==> config.mk <==
export PLATFORM = sky130hd
export DESIGN_NAME = image_scaler_engine
export DESIGN_NICKNAME = d
export VERILOG_FILES = /design/src/rtl/scaler_pkg.sv /design/src/rtl/scaler_addr_gen.sv /design/src/rtl/image_scaler_engine.sv
export SDC_FILE = /design/constraint.sdc
export NUM_CORES = 1
export LEC_CHECK = 0
export CORE_MARGIN = 1
export CORE_UTILIZATION = 30
export DETAILED_ROUTE_END_ITERATION = 6
export PLACE_DENSITY_LB_ADDON = 0.05
export SYNTH_ARGS = -nofsm -noshare
export SYNTH_HDL_FRONTEND = slang
export SYNTH_HIERARCHICAL = 1
export SYNTH_SLANG_ARGS = --single-unit
==> constraint.sdc <==
create_clock -name clk -period 13.7 [get_ports clk]
set_input_delay 4.11 -clock clk [delete_from_list [all_inputs] [get_ports clk]]
set_output_delay 4.11 -clock clk [all_outputs]
set_load 0.005 [all_outputs]
==> src/rtl/scaler_pkg.sv <==
`default_nettype none
// ============================================================================
// Module      : scaler_pkg
// Description : Shared types and helpers for the image scaler engine.
//               Contains the scaling-mode enum, the control FSM state enum,
//               the accumulator width and the output-dimension helper.
// Revision    : 1.0 - initial release
// ============================================================================
package scaler_pkg;

  localparam int SCALER_PIX_W    = 8;
  localparam int SCALER_MAX_LOG2 = 3;

  // A full F*F block of maximum pixels must fit: F*F = 2^(2*MAX_LOG2).
  function automatic int acc_width(input int pix_w, input int max_log2);
    return pix_w + 2 * max_log2;
  endfunction

  localparam int ACC_W = acc_width(SCALER_PIX_W, SCALER_MAX_LOG2);

  typedef enum logic [1:0] {
    MODE_AVG_DOWN = 2'd0,
    MODE_DEC_DOWN = 2'd1,
    MODE_REP_UP   = 2'd2,
    MODE_COPY     = 2'd3
  } scaler_mode_e;

  typedef enum logic [2:0] {
    ST_IDLE  = 3'd0,
    ST_CHECK = 3'd1,
    ST_READ  = 3'd2,
    ST_DRAIN = 3'd3,
    ST_WRITE = 3'd4,
    ST_DONE  = 3'd5
  } scaler_state_e;

  // Output dimension for one axis; computed at 32 bits so an oversize
  // result is still visible to the configuration check.
  function automatic logic [31:0] out_dim(input scaler_mode_e mode,
                                          input logic [1:0]   k,
                                          input logic [31:0]  dim);
    logic [31:0] r;
    unique case (mode)
      MODE_AVG_DOWN, MODE_DEC_DOWN: r = dim >> k;
      MODE_REP_UP:                  r = dim << k;
      default:                      r = dim;
    endcase
    return r;
  endfunction

endpackage
`default_nettype wire

==> src/rtl/scaler_addr_gen.sv <==
`default_nettype none
// ============================================================================
// Module      : scaler_addr_gen
// Description : Output-pixel (ox/oy) and in-block (dx/dy) counters plus the
//               source/destination address arithmetic of the scaler.
// Ports       : clk, rst_n      clock, async active-low reset
//               clear           zero all counters (frame start)
//               rd_step         one source read issued this cycle
//               wr_step         one output write accepted this cycle
//               mode, k         latched scaling mode and log2 factor
//               src_width       latched source width
//               out_width/height output frame dimensions
//               rd_addr/wr_addr source / destination addresses
//               rd_last         current read is the last of this pixel
//               wr_last         current pixel is the last of the frame
// Revision    : 1.0 - initial release
// ============================================================================
module scaler_addr_gen
  import scaler_pkg::*;
#(
  parameter int DIM_W    = 10,
  parameter int ADDR_W   = 16,
  parameter int MAX_LOG2 = 3
) (
  input  logic                      clk,
  input  logic                      rst_n,
  input  logic                      clear,
  input  logic                      rd_step,
  input  logic                      wr_step,
  input  scaler_mode_e              mode,
  input  logic [1:0]                k,
  input  logic [DIM_W-1:0]          src_width,
  input  logic [DIM_W+MAX_LOG2-1:0] out_width,
  input  logic [DIM_W+MAX_LOG2-1:0] out_height,
  output logic [ADDR_W-1:0]         rd_addr,
  output logic [ADDR_W-1:0]         wr_addr,
  output logic                      rd_last,
  output logic                      wr_last
);

  localparam int OW = DIM_W + MAX_LOG2;
  localparam int DW = (MAX_LOG2 > 0) ? MAX_LOG2 : 1;

  logic [OW-1:0] ox_q, ox_d, oy_q, oy_d;
  logic [DW-1:0] dx_q, dx_d, dy_q, dy_d;

  logic [1:0]    w_blk;
  logic [DW-1:0] w_blk_max;
  logic [OW-1:0] w_ox_max, w_oy_max;
  logic [31:0]   w_sx, w_sy, w_rd_lin, w_wr_lin;

  // Only block averaging walks a multi-pixel block; every other mode reads
  // a single source pixel per output pixel.
  always_comb begin
    w_blk     = (mode == MODE_AVG_DOWN) ? k : 2'd0;
    w_blk_max = DW'((32'd1 << w_blk) - 32'd1);
    w_ox_max  = out_width - OW'(1);
    w_oy_max  = out_height - OW'(1);
    rd_last   = (dx_q == w_blk_max) && (dy_q == w_blk_max);
    wr_last   = (ox_q == w_ox_max) && (oy_q == w_oy_max);
  end

  always_comb begin
    ox_d = ox_q;
    oy_d = oy_q;
    dx_d = dx_q;
    dy_d = dy_q;
    if (clear) begin
      ox_d = '0;
      oy_d = '0;
      dx_d = '0;
      dy_d = '0;
    end else begin
      if (rd_step) begin
        // dx fastest; both wrap to zero after the final read of the block
        if (dx_q == w_blk_max) begin
          dx_d = '0;
          dy_d = (dy_q == w_blk_max) ? '0 : dy_q + DW'(1);
        end else begin
          dx_d = dx_q + DW'(1);
        end
      end
      if (wr_step) begin
        if (ox_q == w_ox_max) begin
          ox_d = '0;
          oy_d = (oy_q == w_oy_max) ? '0 : oy_q + OW'(1);
        end else begin
          ox_d = ox_q + OW'(1);
        end
      end
    end
  end

  always_comb begin
    w_sx = 32'(ox_q);
    w_sy = 32'(oy_q);
    unique case (mode)
      MODE_AVG_DOWN: begin
        w_sx = (32'(ox_q) << k) + 32'(dx_q);
        w_sy = (32'(oy_q) << k) + 32'(dy_q);
      end
      MODE_DEC_DOWN: begin
        w_sx = 32'(ox_q) << k;
        w_sy = 32'(oy_q) << k;
      end
      MODE_REP_UP: begin
        w_sx = 32'(ox_q) >> k;
        w_sy = 32'(oy_q) >> k;
      end
      default: ;
    endcase
    w_rd_lin = w_sy * 32'(src_width) + w_sx;
    w_wr_lin = 32'(oy_q) * 32'(out_width) + 32'(ox_q);
    rd_addr  = ADDR_W'(w_rd_lin);
    wr_addr  = ADDR_W'(w_wr_lin);
  end

  always_ff @(posedge clk or negedge rst_n) begin
    if (!rst_n) begin
      ox_q <= '0;
      oy_q <= '0;
      dx_q <= '0;
      dy_q <= '0;
    end else begin
      ox_q <= ox_d;
      oy_q <= oy_d;
      dx_q <= dx_d;
      dy_q <= dy_d;
    end
  end

endmodule
`default_nettype wire

==> src/rtl/image_scaler_engine.sv <==
`default_nettype none
// ============================================================================
// Module      : image_scaler_engine
// Description : Streaming power-of-two image scaler (block-average down,
//               decimation down, replication up, copy) between a 1-cycle
//               latency source memory and a backpressured output buffer.
// Ports       : clk, rst_n             clock, async active-low reset
//               start, mode, log2_factor, src_width, src_height
//                                      frame launch and configuration
//               rd_en, rd_addr, rd_data source read port
//               wr_en, wr_addr, wr_data, wr_ready  output write port
//               busy, done, err        host status
// Config      : SCALER_ROUND_EN - round-half-up block averages instead of
//               truncating them.
// Revision    : 1.0 - initial release
// ============================================================================
module image_scaler_engine
  import scaler_pkg::*;
#(
  parameter int PIX_W    = SCALER_PIX_W,
  parameter int DIM_W    = 10,
  parameter int ADDR_W   = 16,
  parameter int MAX_LOG2 = SCALER_MAX_LOG2
) (
  input  logic              clk,
  input  logic              rst_n,
  input  logic              start,
  input  logic [1:0]        mode,
  input  logic [1:0]        log2_factor,
  input  logic [DIM_W-1:0]  src_width,
  input  logic [DIM_W-1:0]  src_height,
  output logic              rd_en,
  output logic [ADDR_W-1:0] rd_addr,
  input  logic [PIX_W-1:0]  rd_data,
  output logic              wr_en,
  output logic [ADDR_W-1:0] wr_addr,
  output logic [PIX_W-1:0]  wr_data,
  input  logic              wr_ready,
  output logic              busy,
  output logic              done,
  output logic              err
);

  localparam int OW    = DIM_W + MAX_LOG2;
  localparam int SUM_W = acc_width(PIX_W, MAX_LOG2);

  scaler_state_e    state_q, state_d;
  scaler_mode_e     mode_q, mode_d;
  logic [1:0]       k_q, k_d;
  logic [DIM_W-1:0] src_w_q, src_w_d, src_h_q, src_h_d;
  logic             err_q, err_d;
  logic [SUM_W-1:0] acc_q, acc_d;
  logic             rd_valid_q, rd_valid_d;
  logic [PIX_W-1:0] wr_data_q, wr_data_d;

  logic [31:0]      w_out_w32, w_out_h32, w_k32, w_mask;
  logic [OW-1:0]    w_out_w, w_out_h;
  logic [63:0]      w_area;
  logic             w_down, w_bad;
  logic [SUM_W:0]   w_sum, w_sum_rnd;
  logic [2:0]       w_shift;
  logic [PIX_W-1:0] w_pix;
  logic             w_clear, w_rd_step, w_wr_step, w_rd_last, w_wr_last;
  logic [ADDR_W-1:0] w_rd_addr, w_wr_addr;

  // ---------------------------------------------------------------- config
  always_comb begin
    w_out_w32 = out_dim(mode_q, k_q, 32'(src_w_q));
    w_out_h32 = out_dim(mode_q, k_q, 32'(src_h_q));
    w_out_w   = OW'(w_out_w32);
    w_out_h   = OW'(w_out_h32);
    w_k32     = 32'(k_q);
    w_mask    = (32'd1 << k_q) - 32'd1;
    w_down    = (mode_q == MODE_AVG_DOWN) || (mode_q == MODE_DEC_DOWN);
    w_area    = 64'(w_out_w32) * 64'(w_out_h32);
    w_bad     = (src_w_q == '0) || (src_h_q == '0)
             || (w_k32 > 32'(MAX_LOG2))
             || (w_down && (((32'(src_w_q) & w_mask) != 32'd0) ||
                            ((32'(src_h_q) & w_mask) != 32'd0)))
             || (w_area > (64'd1 << ADDR_W));
  end

  // ----------------------------------------------------------- pixel value
  // In DRAIN the final rd_data has not been folded into acc_q yet, so the
  // complete sum is formed here. Non-averaging modes use a zero shift and
  // simply pass the single sample through.
  always_comb begin
    w_shift = (mode_q == MODE_AVG_DOWN) ? {k_q, 1'b0} : 3'd0;
    w_sum   = {1'b0, acc_q} + (SUM_W+1)'(rd_data);
`ifdef SCALER_ROUND_EN
    w_sum_rnd = (w_shift != 3'd0)
              ? w_sum + ((SUM_W+1)'(1) << (w_shift - 3'd1))
              : w_sum;
`else
    w_sum_rnd = w_sum;
`endif
    w_pix = PIX_W'(w_sum_rnd >> w_shift);
  end

  // ------------------------------------------------------------------- FSM
  always_comb begin
    state_d    = state_q;
    mode_d     = mode_q;
    k_d        = k_q;
    src_w_d    = src_w_q;
    src_h_d    = src_h_q;
    err_d      = err_q;
    acc_d      = acc_q;
    wr_data_d  = wr_data_q;
    w_clear    = 1'b0;
    w_rd_step  = 1'b0;
    w_wr_step  = 1'b0;
    rd_valid_d = (state_q == ST_READ);

    // each sample lands one cycle after its read strobe
    if (rd_valid_q) begin
      acc_d = acc_q + SUM_W'(rd_data);
    end

    unique case (state_q)
      ST_IDLE: begin
        err_d = 1'b0;
        if (start) begin
          mode_d  = scaler_mode_e'(mode);
          k_d     = (mode == 2'd3) ? 2'd0 : log2_factor;
          src_w_d = src_width;
          src_h_d = src_height;
          state_d = ST_CHECK;
        end
      end
      ST_CHECK: begin
        w_clear = 1'b1;
        acc_d   = '0;
        if (w_bad) begin
          err_d   = 1'b1;
          state_d = ST_DONE;
        end else begin
          state_d = ST_READ;
        end
      end
      ST_READ: begin
        w_rd_step = 1'b1;
        if (w_rd_last) begin
          state_d = ST_DRAIN;
        end
      end
      ST_DRAIN: begin
        wr_data_d = w_pix;
        state_d   = ST_WRITE;
      end
      ST_WRITE: begin
        if (wr_ready) begin
          w_wr_step = 1'b1;
          acc_d     = '0;
          state_d   = w_wr_last ? ST_DONE : ST_READ;
        end
      end
      ST_DONE: begin
        err_d   = 1'b0;
        state_d = ST_IDLE;
      end
      default: state_d = ST_IDLE;
    endcase
  end

  always_ff @(posedge clk or negedge rst_n) begin
    if (!rst_n) begin
      state_q    <= ST_IDLE;
      mode_q     <= MODE_AVG_DOWN;
      k_q        <= '0;
      src_w_q    <= '0;
      src_h_q    <= '0;
      err_q      <= 1'b0;
      acc_q      <= '0;
      rd_valid_q <= 1'b0;
      wr_data_q  <= '0;
    end else begin
      state_q    <= state_d;
      mode_q     <= mode_d;
      k_q        <= k_d;
      src_w_q    <= src_w_d;
      src_h_q    <= src_h_d;
      err_q      <= err_d;
      acc_q      <= acc_d;
      rd_valid_q <= rd_valid_d;
      wr_data_q  <= wr_data_d;
    end
  end

  // ------------------------------------------------------------ addressing
  scaler_addr_gen #(
    .DIM_W    (DIM_W),
    .ADDR_W   (ADDR_W),
    .MAX_LOG2 (MAX_LOG2)
  ) u_addr_gen (
    .clk        (clk),
    .rst_n      (rst_n),
    .clear      (w_clear),
    .rd_step    (w_rd_step),
    .wr_step    (w_wr_step),
    .mode       (mode_q),
    .k          (k_q),
    .src_width  (src_w_q),
    .out_width  (w_out_w),
    .out_height (w_out_h),
    .rd_addr    (w_rd_addr),
    .wr_addr    (w_wr_addr),
    .rd_last    (w_rd_last),
    .wr_last    (w_wr_last)
  );

  // --------------------------------------------------------------- outputs
  always_comb begin
    rd_en   = (state_q == ST_READ);
    wr_en   = (state_q == ST_WRITE);
    busy    = (state_q != ST_IDLE);
    done    = (state_q == ST_DONE);
    err     = (state_q == ST_DONE) && err_q;
    rd_addr = rd_en ? w_rd_addr : '0;
    wr_addr = wr_en ? w_wr_addr : '0;
    wr_data = wr_en ? wr_data_q : '0;
  end

endmodule
`default_nettype wire

Word-level counts from Yosys, hierarchy flattened
Index checks and enable logic that the tools add are counted.
{"block": "totals", "ff_bits": 83, "out_inout_bits": 45, "input_bits": 36, "wordCells": 127}
{"block": "classes", "add_sub_neg": 14, "eq_ne": 16, "n_mul": 3, "n_reduce_logical": 28, "order_cmp": 1, "shifts": 11, "bitwise_logic": 2, "muxes": 39}
{"cell": "32-bit one-hot mux with 2 select lines", "n": 2}
{"cell": "32-bit one-hot mux with 3 select lines", "n": 1}
{"cell": "13-bit two-way mux", "n": 7}
{"cell": "10-bit by 32-bit AND with 32-bit output", "n": 2}
{"cell": "64-bit by 17-bit > comparator with 1-bit output (second input constant)", "n": 1}
{"cell": "32-bit by 32-bit multiplier with 64-bit output", "n": 1}
{"cell": "32-bit nonzero test", "n": 2}
{"cell": "10-bit by 2-bit << shifter with 32-bit output", "n": 2}
{"cell": "10-bit by 2-bit right shift with 32-bit output", "n": 2}
{"cell": "16-bit one-hot mux with 3 select lines", "n": 1}
{"cell": "3-bit two-way mux", "n": 13}
{"cell": "32-bit by 3-bit adder with 32-bit output", "n": 1}
{"cell": "32-bit by 10-bit multiplier with 16-bit output", "n": 1}
{"cell": "16-bit two-way mux", "n": 2}
{"cell": "1-bit by 2-bit << shifter with 32-bit output (first input constant)", "n": 1}
{"cell": "13-bit by 2-bit << shifter with 32-bit output", "n": 1}
{"cell": "13-bit by 2-bit right shift with 32-bit output", "n": 1}
{"cell": "32-bit by 1-bit subtractor with 32-bit output (second input constant)", "n": 1}
{"cell": "14-bit two-way mux", "n": 2}
{"cell": "14-bit one-hot mux with 2 select lines", "n": 1}
{"cell": "13-bit by 1-bit adder with 13-bit output (second input constant)", "n": 2}
{"cell": "13-bit == test", "n": 2}
{"cell": "13-bit by 1-bit subtractor with 13-bit output (second input constant)", "n": 2}
{"cell": "10-bit logical NOT", "n": 2}
{"cell": "other kinds (34)", "n": 61}

Longest topological paths before layout
{"block": "depth", "depth_word": 10, "mapped_depth": 36, "mapped_depth_nobuf": 32}

Modules after synthesis
The synthesis kept the hierarchy.
{"module": "scaler_addr_gen", "seq_area_each_um2": 800.8, "cells_each": 1586, "n_inst": 1, "area_each_um2": 12703.4}
{"module": "image_scaler_engine", "seq_area_each_um2": 1276.2, "cells_each": 1384, "n_inst": 1, "area_each_um2": 10966.8}

Worst setup path after synthesis
No wires, ideal clock.
{"block": "synth_timing", "path_kind": "reg-to-output", "start": "register k_q[1]", "end": "output rd_addr[15]", "arrival_ps": 7704, "required_ps": 9590, "path_stages_with_launch": 35, "setup_slack_ps": 1886, "path_buffers": 7, "path_cell_list": "dfrtp_1 buf_6 buf_12 buf_6 buf_4 buf_2 buf_2 buf_2 nor2_1 ha_1 a211oi_1 or2_2 nor2_1 nand2_1 o221ai_1 nor2_1 a21oi_1 nand2_1 fa_1 inv_1 fa_1 inv_1 fa_1 inv_1 fa_1 inv_1 fa_1 inv_1 ha_1 a21oi_1 a21oi_1 o41ai_1 o21ai_0 xor2_1 and2_1"}
{"block": "synth_via", "elab_chain_cells": 6, "elab_cells_between_ends": 11, "cone_classes": "add/sub (3); mul (1); shift (4); mux (3)"}
{"element": "start, declared", "line_no": "image_scaler_engine.sv:49", "rtl": "logic [1:0] k_q, k_d;"}
{"element": "start signal, assigned", "line_no": "image_scaler_engine.sv:180", "rtl": "k_q <= k_d;"}
{"element": "13-bit by 2-bit << shifter with 32-bit output", "line_no": "scaler_addr_gen.sv:100, scaler_addr_gen.sv:104"}
{"element": "32-bit by 3-bit adder with 32-bit output", "line_no": "scaler_addr_gen.sv:100", "rtl": "w_sy = (32'(oy_q) << k) + 32'(dy_q);"}
{"element": "32-bit one-hot mux with 3 select lines", "line_no": "scaler_addr_gen.sv:97", "rtl": "unique case (mode)"}
{"element": "32-bit by 10-bit multiplier with 16-bit output", "line_no": "scaler_addr_gen.sv:112", "rtl": "w_rd_lin = w_sy * 32'(src_width) + w_sx;"}
{"element": "16-bit adder (*)", "line_no": "scaler_addr_gen.sv:112"}
{"element": "net w_rd_addr[15]", "line_no": "image_scaler_engine.sv:64", "rtl": "logic [ADDR_W-1:0] w_rd_addr, w_wr_addr;"}
{"element": "16-bit two-way mux (*)", "line_no": "image_scaler_engine.sv:219", "rtl": "rd_addr = rd_en ? w_rd_addr : '0;"}
{"element": "end, declared", "line_no": "image_scaler_engine.sv:33", "rtl": "output logic [ADDR_W-1:0] rd_addr,"}
The timed path passes the listed nets; every way through them passes the cells marked *.

Worst setup path in the final report
Same ends and word-level chain as after synthesis.

==> metrics.md <==
| Metric | Value |
|---|---|
| Status | completed |
| Drt initial violations | 1171 |
| Placement Cell Area | 25600 um2 |
| Synth async-reset ratio | 100% |
| Hold_sp | wr_data_q[0] |
| Root Driver | clkbuf_16 |
| Max incr delay on CP | 720 ps |
| Initial Util | 30.5% |
| Final WL | 77000 um |
| CTS sink cnt | 83 |
| Seq/Total Area, Yosys | 8.77% |
| Compound-Gate Fraction of Synth Area | 13.3% |
| Most used cell, CP | fa_1 |
| Vias in the first global route | 21000 |
| Design area | 25900 um2 |
| Crit path DAT | 8850 ps |
| Grt total ovfl | 0 |
| Unrepaired setup endpoints after global routing | false |
| Mux cell area share after synthesis | 4.80% |
| Hold Crit Endpoint | wr_data_q[0] |
| Min Tclk post-route | 12960 ps |
| Routed vias | 20100 |
| # rows | 102 |
| Antenna violations before repair | 0 |
| Die X-Extent | 283 um |
| Residual DRC | 0 |
| Synth cell count leaders | 474 x inv_1, 357 x nand2_1, 294 x fa_1 |
| Hpwl dp | 60800 um |
| DRT antenna net count | 0 |
| Area contributors post-synth | fa_1 25%, ha_1 12%, dfrtp_1 8.8% |
| H-tree Lvls | 3 |
| Period utilisation layout | 94.6% |
| Hold Path Class | reg -> reg |
| Gr usage total | 19.8% |
| Reg-to-Reg End | err_q |
| Post-synthesis instance total | 2970 |
| Yosys warns | 6 |
| Post-synth EDFFs | 0 |
| Fin. Hold Viols | 0 |
| Slew margin rel. | 29.1% |
| Type of the worst setup path | reg -> out |
| FF-to-FF path depth | 29 |
| I/O pin cnt | 81 |
| TritonCTS Buffers | 9 |
| Maxcap violations | 0 |
| Final setup fails | 0 |
| Setup TNS | 0 ps |
| Req. time, crit path | 9590 ps |
| Die area | 80000 um2 |
| DR pass1 iterations | 6 |
| Most common cell in the netlist | inv_1 |
| Antenna cells | 0 |
| Die H | 283 um |
| Cell Area, Synth | 23700 um2 |
| Vias per cell | 5.02 |
| Post-synthesis simple-gate area fraction | 19.6% |
| Clock Pin Slew Worst Setup and Hold Paths | 80 ps |
| Flops & latches, synth | 83 |
| Ys flop type | dfrtp_1 |
| Fmax | 77.2 MHz |
| First-pass GRT wire length | 122000 um |
| Largest net degree at the start of global routing | 60 |
| Worst slew pin tran | 1060 ps |
| Clk_skew | 13.4 ps |
| Hold depth | 2 |
| Slowest-stage cell, CP | dfrtp_4 |
| Core area | 77700 um2 |
| Fraction of layout cells with a size suffix above 1 | 5.83% |
| R2r setup slk | 3890 ps |
| CTS Hold Buffers Added | 0 |
| Nets | 3526 |
| PortBufs | 80 |
| Reg2reg start | mode_q[1] |
| Count of cell types in the netlist | 98 |
| Main combinational cell family by area after synthesis | adder cells |
| CP Max Fanout | 36 |
| Clk Latency, worst-skew pair | 390 ps |
| Largest area contributor in the netlist | fa_1 |
| CP Capture Type | primary output |
| WL/cell | 19.2 um |
| Max-slew violation count | 0 |
| TritonCTS clock tree | built |
| Adder and majority cell fraction of the synthesized area | 37.1% |
| Average size of a mapped cell | 7.97 um2 |
| Gpl congestion | 0.863 |
| XOR/XNOR Fraction of Synth Area | 5.61% |
| Yosys top cell area share | 24.9% |
| Area Growth Syn to Fin | 9.53% |
| Clock tree buffer depth | 2 |
| CP Launch Type | register |
## critical path: cells and delay by family, from the launching register on
family	cells	cell delay, ps
compound gates	6	2050
xor+xnor	1	250
fa+ha+maj	8	3490
buf+inv	6	730
flops	1	720
mux	1	160
simple gates	6	1050
## flip-flops by register name (all words and copies together), names as in the netlist
signal           count
k_q                  2
u_addr_gen/ox_q     13
u_addr_gen/dx_q      3
rd_valid_q           1
mode_q               2
state_q              3
u_addr_gen/oy_q     13
u_addr_gen/dy_q      3
err_q                1
acc_q               14
wr_data_q            8
src_w_q             10
src_h_q             10
## cell type report
cell class | count | area, um2
clock buffer | 9 | 225
tap | 1040 | 1300
timing repair buffer | 149 | 1340
multi-input combinational | 2241 | 19100
fill | 8304 | 51800
sequential | 83 | 2090
inverter | 480 | 1800
clock inverter | 7 | 70.1
## routing by layer
layer  vias to the layer above  share of wire [%]  routed length, um  track usage (%)
li1                       9622                  -                  -                -
met1                     10000                 46              35600             26.3
met2                       365                 47              36200             33.4
met3                       107                2.9               2250             2.07
met4                         0                3.7               2870             7.10
met5                         -                  0                  0                0
## how the worst max path moves through the flow
stage	from	end	slack, ps	depth (start not counted)
6_report	k_q[1]	rd_addr[15]	740	28
5_1_grt	k_q[1]	rd_addr[15]	110	28
4_1_cts	k_q[0]	rd_addr[15]	600	28
3_5_place_dp	k_q[0]	rd_addr[15]	1070	28
3_3_place_gp	k_q[0]	rd_addr[15]	1140	28
2_1_floorplan	k_q[1]	rd_addr[15]	1890	34
## kinds of logic after synthesis
logic type / count (synthesis)
XOR/XNOR: 146
other: 2
AND/OR/NAND/NOR: 990
buffers and inverters: 656
AO/OA/AOI/OAI: 473
flip-flops: 83
adder cells (fa/ha/maj): 526
multiplexers: 94
## cells in the final DEF (no fill, tap or decap), drive strengths merged, types with 19 or more instances in the layout
cell and n:
a211oi 19, a21o 24, a21oi 111, a31oi 20, and2 136, and3 20, buf 70, clkdlybuf4s50 79
dfrtp 83, fa 294, ha 232, inv 479, mux2 38, mux2i 45, nand2 358, nand2b 24
nand3 47, nor2 261, nor2b 28, nor3 40, o21ai 125, xnor2 90, xor2 53
## stage by stage
stage	util, %	hold slack [ps]	cells	setup slack, ps
4_1_cts	33.3	500	4008	601
2_1_floorplan	-	440	2980	1890
3_3_place_gp	32.9	467	3992	1140
5_1_grt	33.4	535	4009	113
3_5_place_dp	32.9	484	3992	1070
6_report	33.4	493	4009	744
## timing repair
item	4_1_cts	5_1_grt
resized for setup	0	0
setup buffers	0	1
endpoints found under the setup margin	0	1
Power is left out: the tool's default activity adds up to more than one toggle a clock period on the data nets, which glitch-free logic cannot reach.
